==> src/rtl/aud_seq_ctrl_if.sv <==
// Bundle of key, recorder/player status and command signals for aud_seq_ctrl.
// Keys and commands are single-cycle pulses; there is no back-pressure on either side.
interface aud_seq_ctrl_if #(
  parameter int ADDR_W = 20
) ();
  logic              i_key_start;
  logic              i_key_pause;
  logic              i_key_stop;
  logic              i_mode_rec;
  logic [ADDR_W-1:0] i_rec_addr;
  logic              i_rec_full;
  logic [ADDR_W-1:0] i_play_addr;
  logic              o_rec_start;
  logic              o_rec_pause;
  logic              o_rec_stop;
  logic              o_play_start;
  logic              o_play_pause;
  logic              o_play_stop;
  logic [ADDR_W-1:0] o_sram_addr;
  logic              o_sram_we_n;
  logic [ADDR_W-1:0] o_rec_len;
  logic [2:0]        o_state;

  modport master (
    output i_key_start, i_key_pause, i_key_stop, i_mode_rec,
    output i_rec_addr, i_rec_full, i_play_addr,
    input  o_rec_start, o_rec_pause, o_rec_stop,
    input  o_play_start, o_play_pause, o_play_stop,
    input  o_sram_addr, o_sram_we_n, o_rec_len, o_state
  );

  modport slave (
    input  i_key_start, i_key_pause, i_key_stop, i_mode_rec,
    input  i_rec_addr, i_rec_full, i_play_addr,
    output o_rec_start, o_rec_pause, o_rec_stop,
    output o_play_start, o_play_pause, o_play_stop,
    output o_sram_addr, o_sram_we_n, o_rec_len, o_state
  );
endinterface

==> src/rtl/aud_seq_ctrl.sv <==
// Record/play sequencer for a shared audio SRAM: keys in, recorder/player command pulses out.
// Define AUD_SEQ_LOOP_EN to make playback restart at end of recording instead of stopping.
module aud_seq_ctrl #(
  parameter int ADDR_W = 20
) (
  input  logic          i_clk,
  input  logic          i_rst_n,
  aud_seq_ctrl_if.slave bus
);

  typedef enum logic [2:0] {
    S_IDLE       = 3'd0,
    S_REC        = 3'd1,
    S_REC_PAUSE  = 3'd2,
    S_PLAY       = 3'd3,
    S_PLAY_PAUSE = 3'd4
  } state_t;

  state_t            state;
  logic [ADDR_W-1:0] rec_len;
  logic              rec_start_q, rec_pause_q, rec_stop_q;
  logic              play_start_q, play_pause_q, play_stop_q;
  logic              key_stop, key_pause, key_start;
  logic              play_end;
`ifdef AUD_SEQ_LOOP_EN
  logic              loop_restart;
`endif

  // Stop masks pause and start; pause masks start.
  assign key_stop  = bus.i_key_stop;
  assign key_pause = !bus.i_key_stop && bus.i_key_pause;
  assign key_start = !bus.i_key_stop && !bus.i_key_pause && bus.i_key_start;
  assign play_end  = (bus.i_play_addr >= rec_len);

  always_ff @(posedge i_clk or negedge i_rst_n) begin
    if (!i_rst_n) begin
      state        <= S_IDLE;
      rec_len      <= '0;
      rec_start_q  <= 1'b0;
      rec_pause_q  <= 1'b0;
      rec_stop_q   <= 1'b0;
      play_start_q <= 1'b0;
      play_pause_q <= 1'b0;
      play_stop_q  <= 1'b0;
`ifdef AUD_SEQ_LOOP_EN
      loop_restart <= 1'b0;
`endif
    end else begin
      rec_start_q  <= 1'b0;
      rec_pause_q  <= 1'b0;
      rec_stop_q   <= 1'b0;
      play_start_q <= 1'b0;
      play_pause_q <= 1'b0;
      play_stop_q  <= 1'b0;
      case (state)
        S_IDLE: begin
          if (key_start && bus.i_mode_rec) begin
            state       <= S_REC;
            rec_len     <= '0;
            rec_start_q <= 1'b1;
          end else if (key_start && (rec_len != '0)) begin
            state        <= S_PLAY;
            play_start_q <= 1'b1;
          end
        end
        S_REC: begin
          if (key_stop || bus.i_rec_full) begin
            state      <= S_IDLE;
            rec_len    <= bus.i_rec_addr;
            rec_stop_q <= 1'b1;
          end else if (key_pause) begin
            state       <= S_REC_PAUSE;
            rec_pause_q <= 1'b1;
          end
        end
        S_REC_PAUSE: begin
          if (key_stop) begin
            state      <= S_IDLE;
            rec_len    <= bus.i_rec_addr;
            rec_stop_q <= 1'b1;
          end else if (key_pause || key_start) begin
            state       <= S_REC;
            rec_start_q <= 1'b1;
          end
        end
        S_PLAY: begin
`ifdef AUD_SEQ_LOOP_EN
          // End of recording issues stop now and a restart on the following cycle.
          if (key_stop) begin
            state        <= S_IDLE;
            play_stop_q  <= 1'b1;
            loop_restart <= 1'b0;
          end else if (loop_restart) begin
            play_start_q <= 1'b1;
            loop_restart <= 1'b0;
          end else if (play_end) begin
            play_stop_q  <= 1'b1;
            loop_restart <= 1'b1;
          end else if (key_pause) begin
            state        <= S_PLAY_PAUSE;
            play_pause_q <= 1'b1;
          end
`else
          if (key_stop || play_end) begin
            state       <= S_IDLE;
            play_stop_q <= 1'b1;
          end else if (key_pause) begin
            state        <= S_PLAY_PAUSE;
            play_pause_q <= 1'b1;
          end
`endif
        end
        S_PLAY_PAUSE: begin
          if (key_stop) begin
            state       <= S_IDLE;
            play_stop_q <= 1'b1;
          end else if (key_pause || key_start) begin
            state        <= S_PLAY;
            play_start_q <= 1'b1;
          end
        end
        default: state <= S_IDLE;
      endcase
    end
  end

  assign bus.o_rec_start  = rec_start_q;
  assign bus.o_rec_pause  = rec_pause_q;
  assign bus.o_rec_stop   = rec_stop_q;
  assign bus.o_play_start = play_start_q;
  assign bus.o_play_pause = play_pause_q;
  assign bus.o_play_stop  = play_stop_q;
  assign bus.o_rec_len    = rec_len;
  assign bus.o_state      = state;
  assign bus.o_sram_we_n  = (state != S_REC);
  assign bus.o_sram_addr  = ((state == S_REC) || (state == S_REC_PAUSE)) ?
                            bus.i_rec_addr : bus.i_play_addr;

endmodule

==> src/flat_wrapper.sv <==
// flat-port wrapper written by rule: the top's interface ports become plain ports
module aud_seq_ctrl_flat 
#(
  parameter int ADDR_W = 20
)
  (i_clk, i_rst_n, bus_i_key_start, bus_i_key_pause, bus_i_key_stop, bus_i_mode_rec, bus_i_rec_addr, bus_i_rec_full, bus_i_play_addr, bus_o_rec_start, bus_o_rec_pause, bus_o_rec_stop, bus_o_play_start, bus_o_play_pause, bus_o_play_stop, bus_o_sram_addr, bus_o_sram_we_n, bus_o_rec_len, bus_o_state);
  aud_seq_ctrl_if #(.ADDR_W(ADDR_W)) bus_i ();
  input  logic i_clk;
  input  logic i_rst_n;
  input wire logic [$bits(bus_i.i_key_start)-1:0] bus_i_key_start;
  input wire logic [$bits(bus_i.i_key_pause)-1:0] bus_i_key_pause;
  input wire logic [$bits(bus_i.i_key_stop)-1:0] bus_i_key_stop;
  input wire logic [$bits(bus_i.i_mode_rec)-1:0] bus_i_mode_rec;
  input wire logic [$bits(bus_i.i_rec_addr)-1:0] bus_i_rec_addr;
  input wire logic [$bits(bus_i.i_rec_full)-1:0] bus_i_rec_full;
  input wire logic [$bits(bus_i.i_play_addr)-1:0] bus_i_play_addr;
  output wire logic [$bits(bus_i.o_rec_start)-1:0] bus_o_rec_start;
  output wire logic [$bits(bus_i.o_rec_pause)-1:0] bus_o_rec_pause;
  output wire logic [$bits(bus_i.o_rec_stop)-1:0] bus_o_rec_stop;
  output wire logic [$bits(bus_i.o_play_start)-1:0] bus_o_play_start;
  output wire logic [$bits(bus_i.o_play_pause)-1:0] bus_o_play_pause;
  output wire logic [$bits(bus_i.o_play_stop)-1:0] bus_o_play_stop;
  output wire logic [$bits(bus_i.o_sram_addr)-1:0] bus_o_sram_addr;
  output wire logic [$bits(bus_i.o_sram_we_n)-1:0] bus_o_sram_we_n;
  output wire logic [$bits(bus_i.o_rec_len)-1:0] bus_o_rec_len;
  output wire logic [$bits(bus_i.o_state)-1:0] bus_o_state;
  assign bus_i.i_key_start = bus_i_key_start;
  assign bus_i.i_key_pause = bus_i_key_pause;
  assign bus_i.i_key_stop = bus_i_key_stop;
  assign bus_i.i_mode_rec = bus_i_mode_rec;
  assign bus_i.i_rec_addr = bus_i_rec_addr;
  assign bus_i.i_rec_full = bus_i_rec_full;
  assign bus_i.i_play_addr = bus_i_play_addr;
  assign bus_o_rec_start = bus_i.o_rec_start;
  assign bus_o_rec_pause = bus_i.o_rec_pause;
  assign bus_o_rec_stop = bus_i.o_rec_stop;
  assign bus_o_play_start = bus_i.o_play_start;
  assign bus_o_play_pause = bus_i.o_play_pause;
  assign bus_o_play_stop = bus_i.o_play_stop;
  assign bus_o_sram_addr = bus_i.o_sram_addr;
  assign bus_o_sram_we_n = bus_i.o_sram_we_n;
  assign bus_o_rec_len = bus_i.o_rec_len;
  assign bus_o_state = bus_i.o_state;
  aud_seq_ctrl #(.ADDR_W(ADDR_W)) u_core (.i_clk(i_clk), .i_rst_n(i_rst_n), .bus(bus_i));
endmodule
==> config.mk <==
export PLATFORM = sky130hd
export DESIGN_NAME = aud_seq_ctrl_flat
export DESIGN_NICKNAME = d
export VERILOG_FILES = /design/src/rtl/aud_seq_ctrl_if.sv /design/src/rtl/aud_seq_ctrl.sv /design/src/flat_wrapper.sv
export SDC_FILE = /design/constraint.sdc
export NUM_CORES = 1
export LEC_CHECK = 0
export ABC_AREA = 0
export CAP_MARGIN = 20
export CORE_MARGIN = 2
export CORE_UTILIZATION = 42
export CTS_CLUSTER_DIAMETER = 50
export CTS_CLUSTER_SIZE = 30
export DETAILED_ROUTE_END_ITERATION = 12
export PLACE_DENSITY = 0.81
export SKIP_CTS_REPAIR_TIMING = 1
export SLEW_MARGIN = 10
export SYNTH_ARGS = -nofsm -noshare
export SYNTH_HDL_FRONTEND = slang
export SYNTH_SLANG_ARGS = --single-unit
==> constraint.sdc <==
create_clock -name i_clk -period 2.4 [get_ports i_clk]
set_input_delay 0.36 -clock i_clk [delete_from_list [all_inputs] [get_ports i_clk]]
set_output_delay 0.36 -clock i_clk [all_outputs]
set_load 0.05 [all_outputs]
Word-level counts from Yosys, hierarchy flattened:

Index checks and enable logic that the tools add are counted.

* memories: 0
* RAM bits: 0
* flip-flop bits (word level): 29
* bits of input ports: 47
* latch bits: 0
* output and inout port bits: 50
* ROM bits: 0

* $add $sub $neg: 0
* equality and inequality tests: 13
* mux-type cells: 33
* $mul: 0
* $lt $le $gt $ge: 1
* shift operators: 0
* reductions and logical operators: 16
* bitwise operators: 0
* divide/modulo/power cells: 0

Operator list (number)
* $mux 20: 4
* $pmux 20 s3: 1
* $mux 3: 10
* $ge 20x20->1: 1
* $reduce_bool 20->1: 1
* $pmux 3 s5: 1
* $mux 1: 13
* $ne 3x1->1 const B: 4
* $pmux 1 s2: 4
* $eq 3x2->1 const B: 2
* $ne 3x2->1 const B: 2
* $logic_and 1x1->1: 5
* $reduce_and 5->1: 1
* $logic_or 1x1->1: 4
* $ne 2x1->1 const B: 2
* $reduce_and 4->1: 1
* $eq 3x1->1 const B: 1
* $eq 3x3->1 const B: 1
* $logic_not 3->1: 1
* $reduce_bool 3->1: 1
* $logic_not 1->1: 2
* $ne 2x2->1 const B: 1

Depth between registers and ports, before layout:

Gate-level depths: netlist (run 1).

* depth after elaboration: 7
* depth in mapped cells: 8

Worst setup path after synthesis (run 1):

Ideal clock, no wire load.

* path type: register to output
* start point: register u_core.state[0], in the netlist u_core.bus.o_state[0]
* end point: output port bus_o_sram_addr[0]
* setup slack: -0.600 ns
* buffers on the path: 2
* arrival time: 2.640 ns
* cell stages (with the launch flop): 7
* path through: dfrtp_1 -> buf_2 -> and2b_1 -> nor2_1 -> nor2_2 -> clkbuf_1 -> o21ai_0

* cells in the longest elaborated chain, start to end: 3
* elaborated cells on any way between the ends: 4
* classes of those cells: eq/ne (2); mux (1); reduce/logical (1)

RTL lines
* start: declaration: RTL line aud_seq_ctrl.sv:19 `state_t state;`
* start signal: assignment: RTL line aud_seq_ctrl.sv:37 `state <= S_IDLE;`
* start signal: assignment: RTL line aud_seq_ctrl.sv:58 `state <= S_REC;`
* start signal: assignment: RTL line aud_seq_ctrl.sv:62 `state <= S_PLAY;`
* $eq 3x1->1 or $eq 3x2->1 (tied branches): RTL line aud_seq_ctrl.sv:136 `assign bus.o_sram_addr = ((state == S_REC) || (state == S_REC_PAUSE)) ?`
* $logic_or 1x1->1 *: RTL line aud_seq_ctrl.sv:136
* $mux 20 *: RTL line aud_seq_ctrl.sv:136
* end: declaration: RTL line flat_wrapper.sv:23 `output wire logic [$bits(bus_i.o_sram_addr)-1:0] bus_o_sram_addr;`

Mark *: on every way between the ends. The rest lies on a longest branch, timed or not.

Worst setup path after layout (run 1):

* start point: register u_core.state[1], in the netlist u_core.bus.o_state[1]
* end point: output port bus_o_sram_addr[8]

Same word-level chain as after synthesis.

==> impl_metrics.yaml, run 1 <==
synth:
  synth_nets: 290
  ys_warn_count: 0
  synth.most_common_cell: "dfrtp_1"
  netlist.area_leader.share_pct: 35.07
  yosysTopAreaCell: "dfrtp_1"
  ys_async_sr_fraction_pct: 100.0
  syn_area_sq_um: 2069
  synth_top_family_by_area: "compound AO/OA/AOI/OAI gates"
  synth_seq_cells: 29
  synth_compound_area_share_pct: 21.46
  synth_area_leaders: "dfrtp_1 35%, ha_1 12%, mux2_2 8.2%, a32o_1 7.3%, inv_1 4.7%"
  synth-edff-count: 0
  ys_top_cells_by_count: "29 x dfrtp_1, 26 x inv_1, 24 x nand2_1"
  synth_simple_gate_area_share_pct: 15.54
  synth-main-ff-cell: "dfrtp_1"
  yosys.area_share.adder_pct: 12.58
  syn-instance-count: 223
  synth-xor-area-share_pct: 0
  synth.yosys.seq_area_share_pct: 35.07
  synth_cell_types: 41
  syn-mean-instance-area_sq_um: 9.280
  synth.mux.area_fraction_pct: 8.162
placed_design:
  dpl_cell_area_sq_um: 3347
  port_buffers: 96
  dp.final_hpwl_mm: 5.063
  dpl_worst_slack_ns: -0.2334
  gp_congestion: 0.8979
pwr:
  p_leak_nw: 1.496
  power_mw: 4.985
  cellPowerDensity_nw_per_um2: 1419
  peakVddDrop_mv: 0.8604
routing:
  postRouteAntennaNets: 0
  wl_per_cell_um: 16.56
  first_pass_iters: 4
  routed_via_density: 5.582
  drc: 0
  vias: 2216
  drt_iter0_markers: 111
  routed_wl_mm: 6.576
global_route:
  grt_overflow: 0
  grt_pass1_wl_mm: 10.23
  grt_pass1_vias: 2159
  grt_usage_pct: 24.40
  antenna_found_initial: 0
  grt_start_max_net_pins: 30
floorplanning:
  fp.coreArea_sq_um: 4723
  initial_utilization_pct: 43.81
  boundaryPins: 97
  row_count: 25
  fp.dieH_um: 74.20
  dieWidth_um: 74.20
  die_area_sq_um: 5505
cts:
  htreeDepth: 2
  cts.sinks: 29
  root_buffer: "clkbuf_8"
  cts_tree: "yes"
  cts_buffers: 5
  clk_latency_ns: 0.28
  path_clk_slew_ns: 0.06
  clock_path_buffers: 2
status:
  run_status: "finished clean"
timing:
  tightest_slew_ns: 0.5167
  report.final.slew_viol_count: 0
  worst_slack_ns: 0.09154
  setup_violations: 0
  fmax_ghz: 0.4332
  skew_ns: 0.004963
  hold_violations: 0
  min_period_ns: 2.308
  finalSetupTns_ns: 0
  relSlewSlack_pct: 65.44
  fin_crit_sh_pct: 96.19
setup_path:
  critPathRequiredTime_ns: 2.04
  end_kind: "output pin"
  worst_path_max_delay_cell: "dfrtp_1"
  cp_data_arrival_time_ns: 1.95
  cp_top_family: "simple AND/OR/NAND/NOR gates"
  path_cells: "and2b_2 > nor2_2 > nor2_4 > buf_8 > mux2_2 > buf_12"
  worstPathMaxFanout: 14
  ff2ff_path_depth: 7
  worstSetupPathType: "reg2out"
  slowest_delay_ns: 0.42
  cp.depth: 6
  start_kind: "flip-flop"
  critPathBufInv: 2
final_layout:
  nFillCells: 335
  syn_to_final_growth_pct: 69.71
  stdcell_area_sq_um: 3512
  final_layout_size_suffix_gt1_share_pct: 21.52
  nNetsFinal: 396
  antennaDiodeCount: 0
run:
  cap_violations: 0
worst_hold_path:
  hold_path_class: "in2async"
==> area by class of cell <==
cell class,instances,area (sq um),area share [%]
Multi-Input combinational cell,157,1220,34.73
Timing Repair Buffer,110,1301,37.05
Tap cell,67,83.83,2.387
Clock buffer,6,72.57,2.066
Inverter,26,97.59,2.779
Sequential cell,29,726.9,20.70
Clock inverter,2,10.01,0.2850
==> flip-flops by register name, summed over array words and instances, names as in the netlist <==
register	cells
u_core.bus.o_rec_start	1
u_core.bus.o_play_pause	1
u_core.bus.o_rec_stop	1
u_core.bus.o_state	3
u_core.bus.o_rec_pause	1
u_core.bus.o_play_start	1
u_core.bus.o_play_stop	1
u_core.bus.o_rec_len	20
==> routing by layer <==
layer / global-route usage (%) / up-vias / wire length (um)
li1: - / 1039 / -
met1: 31.02 / 1072 / 2691
met2: 40.28 / 91 / 3285
met3: 5.556 / 14 / 454
met4: 9.697 / 0 / 144
met5: 0 / - / 0
==> per-stage QoR <==
stage          hold slack (ns)  cells  utilization (%)
3_3_place_gp            0.5248    385            70.86
4_1_cts                 0.4815    393            72.61
6_report                0.4630    397            74.36
3_5_place_dp            0.5359    385            70.86
5_1_grt                 0.5151    397            74.36
2_1_floorplan          0.06441    223                -
==> report_power, final <==
| group | switching, mW | leakage, nW | internal [mW] |
|---|---|---|---|
| Combinational | 2.15 | 1.07 | 1.65 |
| Clock | 0.187 | 0.0450 | 0.200 |
| Sequential | 0.161 | 0.383 | 0.641 |
==> cell usage in the layout (no fill, tap or decap), types with 4 or more instances in the layout <==
| cell type | count |
|---|---|
| buf_12 | 21 |
| buf_4 | 12 |
| dfrtp_1 | 28 |
| a32o_1 | 15 |
| nor3_1 | 4 |
| ha_1 | 20 |
| mux2_2 | 15 |
| nor2_1 | 7 |
| nor4_1 | 7 |
| o21ai_0 | 11 |
| a21oi_1 | 12 |
| nand3_1 | 5 |
| clkdlybuf4s50_1 | 75 |
| nand2_1 | 24 |
| clkbuf_8 | 5 |
| inv_1 | 26 |
==> kinds of logic after synthesis <==
| kind of cell | Yosys count |
|---|---|
| buffers and inverters | 37 |
| AOI/OAI and AO/OA | 58 |
| DFF | 29 |
| adders and majority gates | 21 |
| muxes | 15 |
| and+or+nand+nor | 63 |
==> final timing paths <==
| kind | startpoint | slack (ns) | endpoint |
|---|---|---|---|
| min in group i_clk | u_core.bus.o_rec_len[9]$_DFFE_PN0P_ | 0.55 | u_core.bus.o_rec_len[9]$_DFFE_PN0P_ |
| max in group asynchronous | i_rst_n | 1.63 | u_core.bus.o_state[0]$_DFFE_PN0P_ |
| worst min-delay path | i_rst_n | 0.46 | u_core.bus.o_rec_start$_DFF_PN0_ |
| worst max register to register | u_core.bus.o_rec_len[0]$_DFFE_PN0P_ | 0.25 | u_core.bus.o_state[1]$_DFFE_PN0P_ |
| worst min register to register | u_core.bus.o_rec_len[9]$_DFFE_PN0P_ | 0.55 | u_core.bus.o_rec_len[9]$_DFFE_PN0P_ |
| worst max-delay path | u_core.bus.o_state[1]$_DFFE_PN0P_ | 0.09 | bus_o_sram_addr[8] |
No activity file was read; power rests on OpenSTA's default activity.
==> run 2: changes to the inputs <==
--- a/config.mk
+++ b/config.mk
@@ -5,14 +5,16 @@
 export SDC_FILE = /design/constraint.sdc
 export NUM_CORES = 1
 export LEC_CHECK = 0
-export ABC_AREA = 0
+export ABC_AREA = 1
+export ABC_CLOCK_PERIOD_IN_PS = 2400
 export CAP_MARGIN = 20
 export CORE_MARGIN = 2
 export CORE_UTILIZATION = 42
 export CTS_CLUSTER_DIAMETER = 50
 export CTS_CLUSTER_SIZE = 30
 export DETAILED_ROUTE_END_ITERATION = 12
-export PLACE_DENSITY = 0.81
+export PLACE_DENSITY = 0.8
+export REMOVE_ABC_BUFFERS = 1
 export SKIP_CTS_REPAIR_TIMING = 1
 export SLEW_MARGIN = 10
 export SYNTH_ARGS = -nofsm -noshare
==> run 2 against run 1 <==
Clock skew rose by 0.0018 ns. Area after synthesis grew 3.1%. Critical path type unchanged. Wire length decreased by 8.9%. Critical endpoint is now bus_o_sram_addr[0]. Die area rose by 3.0%.
==> impl_metrics.yaml, run 2 <==
status:
  run_status: "finished clean"
pwr:
  switching_share_pct: 54.16
  p_seq_share_pct: 14.7
  p_switching_mw: 3.065
  comb_power_share_pct: 77.4
  cellPowerDensity_nw_per_um2: 1636
  p_leak_nw: 1.664
  intPower_mw: 2.595
  power_frac_clock_pct: 7.9
  peakVddDrop_mv: 1.244
setup_path:
  cp-startpoint: "u_core.bus.o_state[0]$_DFFE_PN0P_"
  end_kind: "output pin"
  critPathRequiredTime_ns: 2.04
  start_kind: "flip-flop"
  cp_data_arrival_time_ns: 1.89
  crit_path_end: "bus_o_sram_addr[0]"
  r2r-end: "u_core.bus.o_state[0]$_DFFE_PN0P_"
  worstPathMaxFanout: 14
  worstSetupPathType: "reg2out"
  r2r_slack_ns: 0.58
  ff2ff_path_depth: 11
  r2r_start: "u_core.bus.o_rec_len[19]$_DFFE_PN0P_"
cts:
  clk_latency_ns: 0.28
  clock_path_buffers: 2
  htreeDepth: 2
  path_clk_slew_ns: 0.06
  cts_buffers: 5
  root_buffer: "clkbuf_8"
  cts_tree: "yes"
  cts.sinks: 29
global_route:
  grt_usage_pct: 22.45
  grt_start_max_net_pins: 32
  grt_pass1_vias: 2227
  antenna_found_initial: 0
  grt_pass1_wl_mm: 9.804
  grt_overflow: 0
routing:
  routed_via_density: 4.844
  vias: 2262
  postRouteAntennaNets: 0
  routed_wl_mm: 5.993
  first_pass_iters: 4
  drc: 0
  drt_iter0_markers: 184
  wl_per_cell_um: 12.83
synth:
  synth.most_common_cell: "nand2_1"
  synth-xor-area-share_pct: 0
  synth-main-ff-cell: "dfrtp_1"
  synth_area_leaders: "dfrtp_1 34%, nand2_1 15%, ha_1 12%, o21ai_0 10%, inv_1 6.9%"
  yosys.area_share.adder_pct: 11.72
  synth.yosys.seq_area_share_pct: 34.00
  yosysTopAreaCell: "dfrtp_1"
  ys_async_sr_fraction_pct: 100.0
  synth.mux.area_fraction_pct: 0
  syn-instance-count: 301
  ys_top_cells_by_count: "83 x nand2_1, 44 x o21ai_0, 39 x inv_1"
  synth_compound_area_share_pct: 16.94
  syn_area_sq_um: 2135
  synth_simple_gate_area_share_pct: 26.96
  synth_cell_types: 27
  synth-edff-count: 0
  ys_warn_count: 0
  syn-mean-instance-area_sq_um: 7.092
  synth_top_family_by_area: "simple AND/OR/NAND/NOR gates"
  netlist.area_leader.share_pct: 34.00
  synth_seq_cells: 29
final_layout:
  antennaDiodeCount: 0
  syn_to_final_growth_pct: 62.08
  final_cell_mix: "83 x nand2_1, 76 x clkdlybuf4s50_1, 44 x o21ai_0, 39 x inv_1, 29 x dfrtp_1"
  largest_register_ffs: 20
  multi_input_area_sq_um: 1192
  stdcell_area_sq_um: 3460
  nNetsFinal: 466
  nFillCells: 407
  final_layout_size_suffix_gt1_share_pct: 12.25
  final-seq-area_sq_um: 725.7
  final_common_cell: "nand2_1"
floorplanning:
  dieWidth_um: 75.29
  die_area_sq_um: 5669
  row_count: 25
  fp.dieH_um: 75.29
  initial_utilization_pct: 44.31
  fp.coreArea_sq_um: 4817
  boundaryPins: 97
timing:
  min_period_ns: 2.254
  fin_crit_sh_pct: 93.91
  setup_violations: 0
  worst_slack_ns: 0.1461
  finalSetupTns_ns: 0
  report.final.slew_viol_count: 0
  fmax_ghz: 0.4437
  tightest_slew_ns: 0.5706
  relSlewSlack_pct: 61.56
  hold_violations: 0
  rsz0062_at_grt: "no"
  skew_ns: 0.006735
placed_design:
  dpl_cell_area_sq_um: 3353
  dpl_worst_slack_ns: 0.2213
  dp.final_hpwl_mm: 4.730
  port_buffers: 96
  gp_congestion: 0.9125
worst_hold_path:
  hold_path_class: "in2async"
run:
  cap_violations: 0
==> run 2: cell types whose count changed in the layout (fill, tap and decap cells not counted), moves of 4 or more <==
cell,change
nor2_1,+14
nor4_1,-7
buf_4,-7
nand2_2,+4
inv_1,+13
a32o_1,-15
o21ai_0,+33
nand2_1,+59
o21ai_1,+8
mux2_2,-15
==> run 2: logic make-up (layout without fill, tap and decap cells) <==
kind of cell | after synthesis | in the layout
AND/OR/NAND/NOR | 130 | 130
AO/OA/AOI/OAI | 70 | 70
buffers and inverters | 52 | 151
flip-flops | 29 | 29
adder cells (fa/ha/maj) | 20 | 20
==> run 2: worst min path at each step <==
stage                     slack, ns  depth (start not counted)                                start                                   end
after floorplan                0.06                          0                              i_rst_n     u_core.bus.o_play_pause$_DFF_PN0_
after global placement         0.52                          2  u_core.bus.o_rec_len[5]$_DFFE_PN0P_   u_core.bus.o_rec_len[5]$_DFFE_PN0P_
after detailed placement       0.53                          2  u_core.bus.o_rec_len[7]$_DFFE_PN0P_   u_core.bus.o_rec_len[7]$_DFFE_PN0P_
after CTS                      0.47                          2                              i_rst_n  u_core.bus.o_rec_len[10]$_DFFE_PN0P_
after global routing           0.50                          2                              i_rst_n      u_core.bus.o_play_stop$_DFF_PN0_
final                          0.46                          2                              i_rst_n      u_core.bus.o_play_stop$_DFF_PN0_
==> run 2: stage by stage <==
step / util, % / power [mW] / hold slack, ns / std cells
after global routing: 71.82 / 6.035 / 0.4952 / 467
after CTS: 71.71 / 5.696 / 0.4710 / 467
final: 71.82 / 5.660 / 0.4606 / 467
after global placement: 69.61 / 5.161 / 0.5157 / 459
after detailed placement: 69.61 / 5.230 / 0.5282 / 459
after floorplan: - / 3.385 / 0.06441 / 291
==> run 2: power by group through the flow <==
| stage | clock (mW) | sequential, mW | combinational (mW) |
|---|---|---|---|
| finish | 0.446 | 0.831 | 4.38 |
| global route | 0.480 | 0.861 | 4.69 |
| CTS | 0.456 | 0.834 | 4.41 |
| global placement | 0 | 0.831 | 4.33 |
| floorplan | 0 | 1.45 | 1.94 |
| detailed placement | 0 | 0.842 | 4.39 |
==> run 2: cell type report <==
| class | instances | area share [%] |
|---|---|---|
| tap | 67 | 2.423 |
| timing repair buffer | 101 | 34.65 |
| clock buffer | 7 | 2.785 |
| sequential | 29 | 20.98 |
| clock inverter | 1 | 0.1447 |
| multi-input combinational | 220 | 34.47 |
| inverter | 42 | 4.557 |
==> run 2: per-layer routing <==
| metal | up-vias | GRT usage (%) | part of all wire (%) |
|---|---|---|---|
| met5 | - | 0 | 0 |
| met4 | 0 | 7.018 | 1.3 |
| met3 | 7 | 4.365 | 7.4 |
| met2 | 90 | 39.90 | 49 |
| met1 | 994 | 27.36 | 42 |
| li1 | 1171 | - | - |
==> run 2: critical path, cell delays in order (launching register included) <==
cell     delay [ns]
dfrtp_1        0.46
inv_2          0.10
nand2_2        0.07
inv_1          0.22
nor2_2         0.06
buf_4          0.19
o21ai_0        0.32
buf_12         0.19
